[src/rtl/memctrl_pkg.sv]
// Shared encodings for the memory controller: access lengths, controller states
// and the default IO region base.
package memctrl_pkg;

   localparam int unsigned CNT_W = 3;

   localparam logic [1:0] LEN_BYTE = 2'd0;
   localparam logic [1:0] LEN_HALF = 2'd1;
   localparam logic [1:0] LEN_WORD = 2'd2;

   // addr[17:16] == 2'b11 selects the IO space.
   localparam logic [31:0] IO_BASE_DEF = 32'h0003_0000;

   typedef enum logic [1:0] {
      MC_IDLE  = 2'd0,
      MC_READ  = 2'd1,
      MC_WRITE = 2'd2
   } mc_state_t;

   // Byte count of an access; the unused encoding is served as a word.
   function automatic logic [CNT_W-1:0] len_bytes(input logic [1:0] len);
      case (len)
         LEN_BYTE: return 3'd1;
         LEN_HALF: return 3'd2;
         default:  return 3'd4;
      endcase
   endfunction

endpackage

[src/rtl/memctrl.sv]
// Arbitrates icache and LSB requests onto the byte-wide RAM/IO port, serialising
// 1/2/4-byte little-endian accesses one at a time.
module memctrl
   import memctrl_pkg::*;
#(
   parameter int unsigned ADDR_W  = 32,
   parameter logic [31:0] IO_BASE = IO_BASE_DEF
) (
   input  logic              clk_in,
   input  logic              rst_in,
   input  logic              rdy_in,
   input  logic              clear_in,
   input  logic              io_buffer_full,
   input  logic [7:0]        mem_din,
   output logic [7:0]        mem_dout,
   output logic [ADDR_W-1:0] mem_a,
   output logic              mem_wr,
   input  logic              ic_req,
   input  logic [ADDR_W-1:0] ic_addr,
   output logic              ic_done,
   output logic [31:0]       ic_data,
   input  logic              ls_req,
   input  logic              ls_wr,
   input  logic [1:0]        ls_len,
   input  logic [ADDR_W-1:0] ls_addr,
   input  logic [31:0]       ls_wdata,
   output logic              ls_done,
   output logic [31:0]       ls_rdata
);

   localparam logic [1:0] IO_SEL = IO_BASE[17:16];

   mc_state_t         state;
   logic [CNT_W-1:0]  cnt;
   logic [CNT_W-1:0]  n;
   logic [ADDR_W-1:0] base;
   logic [31:0]       wdata;
   logic [31:0]       rbuf;
   logic              owner_ls;

   logic [ADDR_W-1:0] byte_addr_c;
   logic [1:0]        wr_idx_c;
   logic [1:0]        rd_idx_c;
   logic [7:0]        wr_byte_c;
   logic              write_stall_c;
   logic              first_stall_c;

   // cnt is the number of bytes already issued, so it also indexes the next byte.
   assign byte_addr_c   = base + ADDR_W'(cnt);
   assign wr_idx_c      = cnt[1:0];
   assign rd_idx_c      = 2'(cnt - 3'd1);
   assign wr_byte_c     = wdata[{wr_idx_c, 3'b000} +: 8];
   assign write_stall_c = io_buffer_full && (byte_addr_c[17:16] == IO_SEL);
   assign first_stall_c = io_buffer_full && (ls_addr[17:16] == IO_SEL);

   always_ff @(posedge clk_in or negedge rst_in) begin
      if (!rst_in) begin
         state    <= MC_IDLE;
         cnt      <= '0;
         n        <= '0;
         base     <= '0;
         wdata    <= '0;
         rbuf     <= '0;
         owner_ls <= 1'b0;
         mem_a    <= '0;
         mem_dout <= '0;
         mem_wr   <= 1'b0;
         ic_done  <= 1'b0;
         ic_data  <= '0;
         ls_done  <= 1'b0;
         ls_rdata <= '0;
      end else if (rdy_in) begin
         ic_done <= 1'b0;
         ls_done <= 1'b0;
         case (state)
            MC_IDLE: begin
               mem_wr <= 1'b0;
               // LSB wins over icache; a flush blocks acceptance this edge.
               if (!clear_in && (ls_req || ic_req)) begin
                  owner_ls <= ls_req;
                  rbuf     <= '0;
                  wdata    <= ls_wdata;
                  cnt      <= 3'd1;
                  if (ls_req) begin
                     base <= ls_addr;
                     n    <= len_bytes(ls_len);
                  end else begin
                     base <= ic_addr;
                     n    <= 3'd4;
                  end
                  if (ls_req && ls_wr) begin
                     state <= MC_WRITE;
                     if (first_stall_c) begin
                        cnt <= '0;
                     end else begin
                        mem_a    <= ls_addr;
                        mem_dout <= ls_wdata[7:0];
                        mem_wr   <= 1'b1;
                     end
                  end else begin
                     state <= MC_READ;
                     mem_a <= ls_req ? ls_addr : ic_addr;
                  end
               end
            end

            MC_READ: begin
               if (clear_in) begin
                  state <= MC_IDLE;
                  cnt   <= '0;
                  mem_a <= '0;
               end else if (cnt == n + 3'd1) begin
                  state <= MC_IDLE;
                  cnt   <= '0;
                  if (owner_ls) begin
                     ls_rdata <= rbuf;
                     ls_done  <= 1'b1;
                  end else begin
                     ic_data <= rbuf;
                     ic_done <= 1'b1;
                  end
               end else begin
                  // Byte cnt-1 is on mem_din; issue the next address or park at 0.
                  rbuf[{rd_idx_c, 3'b000} +: 8] <= mem_din;
                  mem_a <= (cnt < n) ? byte_addr_c : '0;
                  cnt   <= cnt + 3'd1;
               end
            end

            MC_WRITE: begin
               if (cnt == n) begin
                  state   <= MC_IDLE;
                  cnt     <= '0;
                  mem_wr  <= 1'b0;
                  mem_a   <= '0;
                  ls_done <= 1'b1;
               end else if (write_stall_c) begin
                  mem_wr <= 1'b0;
               end else begin
                  mem_a    <= byte_addr_c;
                  mem_dout <= wr_byte_c;
                  mem_wr   <= 1'b1;
                  cnt      <= cnt + 3'd1;
               end
            end

            default: begin
               state  <= MC_IDLE;
               cnt    <= '0;
               mem_wr <= 1'b0;
            end
         endcase
      end
   end

endmodule

[config.mk]
export PLATFORM = sky130hd
export DESIGN_NAME = memctrl
export DESIGN_NICKNAME = d
export VERILOG_FILES = /design/src/rtl/memctrl_pkg.sv /design/src/rtl/memctrl.sv
export SDC_FILE = /design/constraint.sdc
export NUM_CORES = 1
export LEC_CHECK = 0
export CAP_MARGIN = 20
export CELL_PAD_IN_SITES_DETAIL_PLACEMENT = 0
export CELL_PAD_IN_SITES_GLOBAL_PLACEMENT = 2
export CORE_ASPECT_RATIO = 2
export CORE_MARGIN = 2
export CORE_UTILIZATION = 34
export CTS_BUF_LIST = sky130_fd_sc_hd__clkbuf_8
export DETAILED_ROUTE_END_ITERATION = 10
export GPL_ROUTABILITY_DRIVEN = 0
export MAX_ROUTING_LAYER = met4
export PLACE_DENSITY_LB_ADDON = 0.1
export SKIP_CTS_REPAIR_TIMING = 1
export SLEW_MARGIN = 20
export SYNTH_ARGS = -nofsm -noshare
export SYNTH_HDL_FRONTEND = slang
export SYNTH_SLANG_ARGS = --single-unit
[constraint.sdc]
create_clock -name clk_in -period 4 [get_ports clk_in]
set_clock_uncertainty 0.2 [all_clocks]
set_input_delay 1.2 -clock clk_in [delete_from_list [all_inputs] [get_ports clk_in]]
set_output_delay 1.2 -clock clk_in [all_outputs]
set_load 0.01 [all_outputs]
# Yosys cells after proc, flatten, opt, wreduce, memory -nomap -nowiden

Cells that the tools add are included.

Output and inout bits: 107
Latch bits: 0
Bits in registers: 212
Memory bits (read-only): 0
Memories kept: 0
RAM bits: 0

Multiply operators: 0
Add/sub/neg operators: 5
Order comparisons: 1
Equal/unequal tests: 19
Divide/modulo/power cells: 0
Reductions and logical operators: 20
Multiplexer cells: 52
Shift operators: 3
Bitwise logic cells: 3

Operators with widths:

| operator                                              | number |
|---|---|
| 2-to-1 mux 32 bit                                     | 12 |
| case mux 32 bit (3 select lines)                      | 1 |
| case mux 32 bit (2 select lines)                      | 1 |
| 2-to-1 mux 8 bit                                      | 5 |
| adder 32 x 3 -> 32 bit                                | 1 |
| bitwise mux 32 bit                                    | 1 |
| variable shift 8 x 7 -> 32 bit (first input constant) | 1 |
| indexed part select 32 x 6 -> 8 bit                   | 1 |
| indexed part select 8 x 7 -> 32 bit                   | 1 |
| 2-to-1 mux 3 bit                                      | 6 |
| != test 2 bit (second input constant)                 | 8 |
| case mux 8 bit (2 select lines)                       | 1 |
| 2-to-1 mux 1 bit                                      | 15 |
| AND reduction 5 bit                                   | 3 |
| != test 3 bit (second input constant)                 | 4 |
| 2-to-1 mux 2 bit                                      | 5 |
| case mux 3 bit (3 select lines)                       | 1 |
| negator 5 -> 7 bit                                    | 1 |
| AND reduction 7 bit                                   | 1 |
| adder 3 x 1 -> 3 bit (second input constant)          | 2 |
| equality test 2 bit (second input constant)           | 3 |
| equality test 3 bit                                   | 2 |
| case mux 2 bit (3 select lines)                       | 1 |
| case mux 3 bit (2 select lines)                       | 1 |
| other kinds (16)                                      | 25 |

# Logic depth before layout (Yosys ltp)

Gate-level depths: netlist of the first run.

Depth after elaboration: 7
Gate-level depth with buffers: 11
Depth with buffers taken out: 9

# Worst setup path before layout of the first run

OpenSTA, ideal clock, no wires.

Kind: input port to flip-flop
Start point: input port ls_req
End point: register mem_dout[0]
Path buffers: 1
Path slack: 0.730 ns
Stages: 6
Required time: 3.675 ns
Arrival: 2.946 ns
Cells stage by stage: clkbuf_1 -> o21bai_1 -> a21boi_1 -> o211ai_1 -> a311oi_4 -> mux2_2

Cells in the longest elaborated chain, start to end: 4
Elaborated cells on any way between the ends: 6

Ends and longest elaborated chain:

| what                            | line           | RTL |
|---|---|---|
| from (decl)                     | memctrl.sv:22  | `input logic ls_req,` |
| logical OR 1 bit                | memctrl.sv:79  | `if (!clear_in && (ls_req \|\| ic_req)) begin` |
| logical AND 1 bit               | memctrl.sv:79  |  |
| != test 2 bit (no line)         | -              |  |
| AND reduction 7 bit (no line) * | -              |  |
| to (signal assigned)            | memctrl.sv:97  | `mem_dout <= ls_wdata[7:0];` |
| to (signal assigned)            | memctrl.sv:141 | `mem_dout <= wr_byte_c;` |
| to (decl)                       | memctrl.sv:15  | `output logic [7:0] mem_dout,` |

Every way passes the cells marked *; elsewhere a longest branch is shown, timed or not.
A chain may end at the register's enable or synchronous reset.

# Final worst setup path of the first run

Start point: register cnt[0]
End point: register mem_a[27]

Cells in the longest elaborated chain, start to end: 5
Elaborated cells on any way between the ends: 15

Ends and longest elaborated chain:

| what                                                                                     | line                          | RTL |
|---|---|---|
| from (decl)                                                                              | memctrl.sv:34                 | `logic [CNT_W-1:0] cnt;` |
| from (signal assigned)                                                                   | memctrl.sv:126                | `cnt <= cnt + 3'd1;` |
| from (signal assigned)                                                                   | memctrl.sv:143                | `cnt <= cnt + 3'd1;` |
| adder 32 x 3 -> 32 bit / < comparator 3 bit (equally long branches)                      | memctrl.sv:49, memctrl.sv:125 |  |
| equality test 2 bit / 2-to-1 mux 32 bit (equally long branches)                          | memctrl.sv:53, memctrl.sv:125 |  |
| logical AND 1 bit / 2-to-1 mux 32 bit (equally long branches)                            | memctrl.sv:53, memctrl.sv:112 |  |
| != test 3 bit (no line) / 2-to-1 mux 32 bit (equally long branches)                      | -                             |  |
| AND reduction 6 bit (no line) / case mux 32 bit (3 select lines) (equally long branches) | -                             |  |
| to (signal assigned)                                                                     | memctrl.sv:96                 | `mem_a <= ls_addr;` |
| to (signal assigned)                                                                     | memctrl.sv:102                | `mem_a <= ls_req ? ls_addr : ic_addr;` |
| to (signal assigned)                                                                     | memctrl.sv:125                | `mem_a <= (cnt < n) ? byte_addr_c : '0;` |
| to (decl)                                                                                | memctrl.sv:16                 | `output logic [ADDR_W-1:0] mem_a,` |

Several ways; a longest one is shown, not always the timed one. The select of a mux whose other input is x is not followed.

==> out/metrics.cfg, run 1 <==
[clocking]
cts-buffers-inserted = 31
htreeDepth = 1
cts_sinks = 212
cts_tree = built
clk_pin_slew_ns = 0.07
clk_path_buf_depth = 3
clk_latency_ns = 0.59
cts-root-buf = clkbuf_8

[global_routing]
grt_pass1_vias = 7757
grt_util_all_layers_pct = 19.0
gr-total-overflow = 0
grt_antenna_before_repair = 0
grt_max_degree = 85
grt_pass1_wl_mm = 44.4

[yosys]
synth-xor-area-share_pct = 2.97
synth_cells = 818
synth-async-reset-ratio_pct = 100
yosys.area.top_type = dfrtp_1
yosys-top-cells-area = dfrtp_1 53%, mux2_2 16%, nand2_1 3.6%
synth_compound_area_share_pct = 8.67
synthMuxAreaShare_pct = 21.6
synth_top_family_by_area = multiplexers
avgSynthCellArea_um2 = 12.1
synthFlopType = dfrtp_1
synth_simple_gate_area_share_pct = 8.72
synth-edff-count = 0
syn-num-nets = 948
yosys.cell_types.count = 58
ys_seq_area_share_pct = 53.4
synthAdderAreaFrac_pct = 2.09
ys_ff_latch = 212
ys_warn_count = 0
synth_top_cell_area_share_pct = 53.4
synthesis.area_um2 = 9930

[finish]
final_common_cell = clkdlybuf4s50_1
n_antenna_cell = 0
area_growth_pct = 33.1
layout-drive-gt1-share_pct = 21.6
seq_area_um2 = 5310
final_cell_mix = 218 x clkdlybuf4s50_1, 212 x dfrtp_1, 145 x mux2_2
n_fill_cell = 2731
final_area_um2 = 13200
layout.nets = 1179
multi_input_area_um2 = 4390

[place]
placed_area_um2 = 12600
port_buffers = 220
hpwl_mm = 20.6

[sta]
worstMarginPinSlew_ns = 0.996
drv_slew = 0
finalSetupTns_ns = 0
finalSetupViolCount = 0
post-route-min-period_ns = 3.18
slew_headroom_pct = 33.2
timing.fmax_mhz = 315
hold_viol = 0
post-route-period-util_pct = 79.5
rsz0062_at_grt = no

[power_and_ir_drop]
clockPowerShare_pct = 22.2
power-per-cell-area_nw_per_um2 = 595
seq_power_share_pct = 40.9
p_leak_uw = 0.00574
power_switching_share_pct = 34.2
pwr-share-comb_pct = 37.0
ir_drop_uv = 329
p_int_uw = 5170
p_switching_uw = 2690

[worst_setup_path]
crit_path_end = mem_a[27]
crit_type = flop to flop
cp_common_cell = buf_4
r2r_setup_slack_ns = 0.82
arrival_ns = 3.45
crit_required_ns = 4.27
startpoint_type = flop
critPathSlowestCell = buf_4
r2r-end = mem_a[27]
startpoint = cnt[0]
cp-end-kind = flop
path_cells = buf_4 -> inv_1 -> ha_1 -> nand3_1 -> and2_1 -> nand2_1 -> a21oi_2 -> nor3_4 -> buf_4 -> mux2_2
r2r_start = cnt[0]
ff2ff_path_depth = 10
max_stage_delay_ns = 0.44
path_max_fanout = 32

[route]
vias = 7175
vias_per_cell = 5.03
drt_iter0_drc = 260
ant_nets = 0
firstDrtPassIters = 4
finalWirelength_mm = 28.0
drt-wirelength-per-cell_um = 19.6
drcViolationCount = 0

[floorplanning]
rows = 88
top_level_ports = 221
initial_core_util_pct = 34.4
die_w_um = 125
die-height_um = 246
core_area_um2 = 28800
dieArea_um2 = 30700

[hold_path]
hp-start = mem_wr
hp-class = flop to flop
hold_depth = 2

[job]
maxCapViolations = 0

[run_status]
status = finished clean

-- power groups by stage --
| stage | Clock, uW | Combinational (uW) | Sequential, uW |
|---|---|---|---|
| final | 1740 | 2910 | 3210 |
| after global placement | 0 | 2950 | 3240 |
| after floorplan | 0 | 1760 | 3210 |
| after global routing | 1920 | 3210 | 3300 |
| after CTS | 1830 | 2980 | 3230 |
| after detailed placement | 0 | 2970 | 3260 |
-- metrics by stage --
stage	power, uW	cells	hold WS (ns)	util (%)	setup slack [ns]
finish	7860	1427	0.279	45.8	0.822
global route	8440	1427	0.314	45.8	0.628
CTS	8030	1427	0.289	45.8	0.750
detailed placement	6220	1376	0.272	43.8	0.407
global placement	6190	1376	0.269	43.8	0.414
floorplan	4970	818	0.254	-	0.730
-- cells in the mapped netlist (4+ instances only) --
library cell	number
nor4_1	8
xnor2_1	24
mux2_2	145
dfrtp_1	212
clkbuf_1	34
nand2_1	96
inv_1	18
nor3_1	11
nand3_1	12
o21ai_0	62
mux4_2	8
nor2b_1	4
and4_1	4
mux2i_1	33
ha_1	15
nand4_1	8
xor2_1	7
buf_1	7
o22ai_1	32
a22o_1	15
nor2_1	10
o21ai_1	4
-- flip-flops by register name, indices dropped and copies added, names as in the netlist --
register	flops
rbuf	32
wdata	32
cnt	3
mem_dout	8
ls_rdata	32
mem_wr	1
owner_ls	1
ic_data	32
state	2
n	3
mem_a	32
ic_done	1
ls_done	1
base	32
-- final cells by class --
type                            count  share of cell area [%]
Timing Repair Buffer              242                    18.2
Sequential cell                   212                    40.1
Tap cell                          360                    3.41
Multi-Input combinational cell    544                    33.2
Clock inverter                     17                   0.966
Clock buffer                       34                    3.54
Inverter                           18                   0.511
-- worst max-delay path: cells and delay by family, from the launching register on --
kind                       cells  cell delay (ns)
AOI/OAI and AO/OA              1             0.08
adders and majority gates      1             0.41
buffers and inverters          3             0.91
DFF                            1             0.39
muxes                          1             0.40
and+or+nand+nor                4             0.66
-- how the worst min path moves through the flow --
stage	endpoint	slack (ns)
after detailed placement	mem_wr	0.27
after CTS	mem_wr	0.29
after global placement	mem_wr	0.27
after global routing	wdata[17]	0.31
final	mem_wr	0.28
after floorplan	base[0]	0.25
-- routing by layer --
metal	share of wire, %	GRT usage (%)
met1	34	18.6
met2	58	37.0
met3	4.3	2.98
met4	3.5	7.25
met5	0	-
-- cell families (layout without fill, tap and decap cells) --
family,Yosys count,after routing
fa+ha+maj,16,16
flops,212,212
simple gates,175,175
buf+inv,62,311
xor+xnor,32,32
compound gates,135,135
mux,186,186
Power figures use the tool's default switching activity.
==> inputs of run 2 (changes only) <==
==> constraint.sdc (replaced) <==
create_clock -name clk_in -period 3.15 [get_ports clk_in]
set_clock_uncertainty 0.2 [all_clocks]
set_input_delay 0.945 -clock clk_in [delete_from_list [all_inputs] [get_ports clk_in]]
set_output_delay 0.945 -clock clk_in [all_outputs]
set_load 0.01 [all_outputs]
==> run 2 against run 1 <==
Register-to-register slack worse by 0.64 ns. Sequential power up 27%. Flip-flop and latch count did not move. Power increased by 33%. Combinational power is 35% higher. Fmax grew 7.1%. Non-clock buffer count increased by 19. Critical path type unchanged. Critical endpoint is now mem_a[30]. Largest cell class unchanged. Largest power group unchanged.
==> out/metrics.cfg, run 2 (same netlist as run 1, synthesis figures left out) <==
[power_and_ir_drop]
pwr-share-comb_pct = 37.6
ir_drop_uv = 423
seq_power_share_pct = 39.0
p_int_uw = 6880
power-per-cell-area_nw_per_um2 = 767
totalPowerFinal_uw = 10500
clockPowerShare_pct = 23.4
p_leak_uw = 0.00596
p_switching_uw = 3570
power_switching_share_pct = 34.2

[floorplanning]
rows = 88
core_area_um2 = 28800
initial_core_util_pct = 34.4
top_level_ports = 221
die-height_um = 246
dieArea_um2 = 30700
die_w_um = 125

[place]
dp_slack_ns = 0.00667
port_buffers = 220
hpwl_mm = 21.4

[global_routing]
grt_util_all_layers_pct = 19.4
grt_pass1_vias = 7968
grt_max_degree = 69
gr-total-overflow = 0
grt_pass1_wl_mm = 45.0
grt_antenna_before_repair = 2

[worst_setup_path]
startpoint_type = flop
crit_type = flop to flop
arrival_ns = 3.18
critPathSlowestCell = fa_1
cp-end-kind = flop
critPathBufInv = 4
path_max_fanout = 16
path_cells = inv_1 -> fa_1 -> nor2b_1 -> buf_4 -> a211oi_2 -> o21bai_4 -> a21oi_4 -> nor3_4 -> buf_4 -> buf_12 -> mux2_2
crit_required_ns = 3.36
max_stage_delay_ns = 0.52
cp_common_cell = buf_4
cpLargestDelayFamily = buffers and inverters

[route]
firstDrtPassIters = 4
wl_met1_mm = 9.92
vias = 7299
wl_met2_mm = 17.0
ant_nets = 0
drcViolationCount = 0
drt_iter0_drc = 234
drt-wirelength-per-cell_um = 20.0
met3_length_mm = 1.11
maxUsedRoutingLayer = met4
finalWirelength_mm = 29.2
vias_per_cell = 5.00

[clocking]
cts_sinks = 212
cts-buffers-inserted = 35
cts-root-buf = clkbuf_8
clk_latency_ns = 0.54
htreeDepth = 2
cts_tree = built
clk_pin_slew_ns = 0.06
clk_path_buf_depth = 3

[sta]
timing.fmax_mhz = 337
finalSetupTns_ns = 0
worstMarginPinSlew_ns = 0.665
finalSetupViolCount = 0
hold_viol = 0
rsz0062_at_grt = no
post-route-period-util_pct = 94.2
post-route-min-period_ns = 2.97
worst_slack_ns = 0.182
slew_headroom_pct = 55.3
drv_slew = 0

[finish]
final_common_cell = clkdlybuf4s50_1
area_growth_pct = 37.2
layout.nets = 1202
layout-drive-gt1-share_pct = 24.0
final_cell_mix = 218 x clkdlybuf4s50_1, 212 x dfrtp_1, 145 x mux2_2

[job]
maxCapViolations = 0

[hold_path]
hp-class = primary input to async pin

[run_status]
status = finished clean

run 2: cell count changes in the layout (fill, tap and decap cells not counted), moves of 2 or more:
cell | previous run | this run
diode_2 | 0 | 2
clkbuf_8 | 34 | 46
bufinv_16 | 2 | 0
buf_12 | 3 | 12
buf_4 | 19 | 27
clkinv_2 | 3 | 5
run 2: metrics by stage:
step | instances | utilization [%] | hold WS (ns) | cell area [um^2]
floorplan | 818 | - | 0.254 | 9930
global placement | 1390 | 44.5 | 0.262 | 12800
detailed placement | 1390 | 44.5 | 0.278 | 12800
CTS | 1453 | 47.0 | 0.154 | 13600
global route | 1460 | 47.2 | 0.178 | 13600
finish | 1460 | 47.2 | 0.156 | 13600
run 2: worst register-to-register path, delay by kind of cell (launching register included):
kind,cells,cell delay [ns]
buffers and inverters,4,0.61
adder cells (fa/ha/maj),1,0.52
flip-flops,1,0.44
AO/OA/AOI/OAI,3,0.37
multiplexers,1,0.37
AND/OR/NAND/NOR,2,0.34
run 2: routing by layer:
metal / global-route usage (%) / vias to the layer above
met5: - / -
met4: 7.97 / 0
met3: 3.13 / 58
met2: 38.3 / 185
met1: 18.3 / 3589
li1: - / 3467
run 2: layout make-up:
cell class                 count  area [um^2]
fill                        2722        15200
sequential                   212         5310
multi-input combinational    544         4410
timing repair buffer         261         2680
clock buffer                  46          633
tap                          360          450
clock inverter                17         78.8
inverter                      18         67.6
antenna                        2         5.00
run 2: final timing paths:
kind / start / endpoint / slack (ns) / cells past startpoint
min reg2reg: base[2] / base[2] / 0.29 / 2
min in group clk_in: base[2] / base[2] / 0.29 / 2
max: cnt[1] / mem_a[30] / 0.18 / 11
max reg2reg: cnt[1] / mem_a[30] / 0.18 / 11
min: rst_in / ic_data[8] / 0.16 / 1
max in group asynchronous: rst_in / mem_a[30] / 1.90 / 2
run 2: power groups by stage:
stage | clock (uW) | combinational [uW] | sequential (uW)
after detailed placement | 0 | 3890 | 4130
final | 2450 | 3930 | 4070
after global placement | 0 | 3860 | 4110
after CTS | 2560 | 3910 | 4090
after global routing | 2660 | 4290 | 4190
after floorplan | 0 | 2230 | 4080
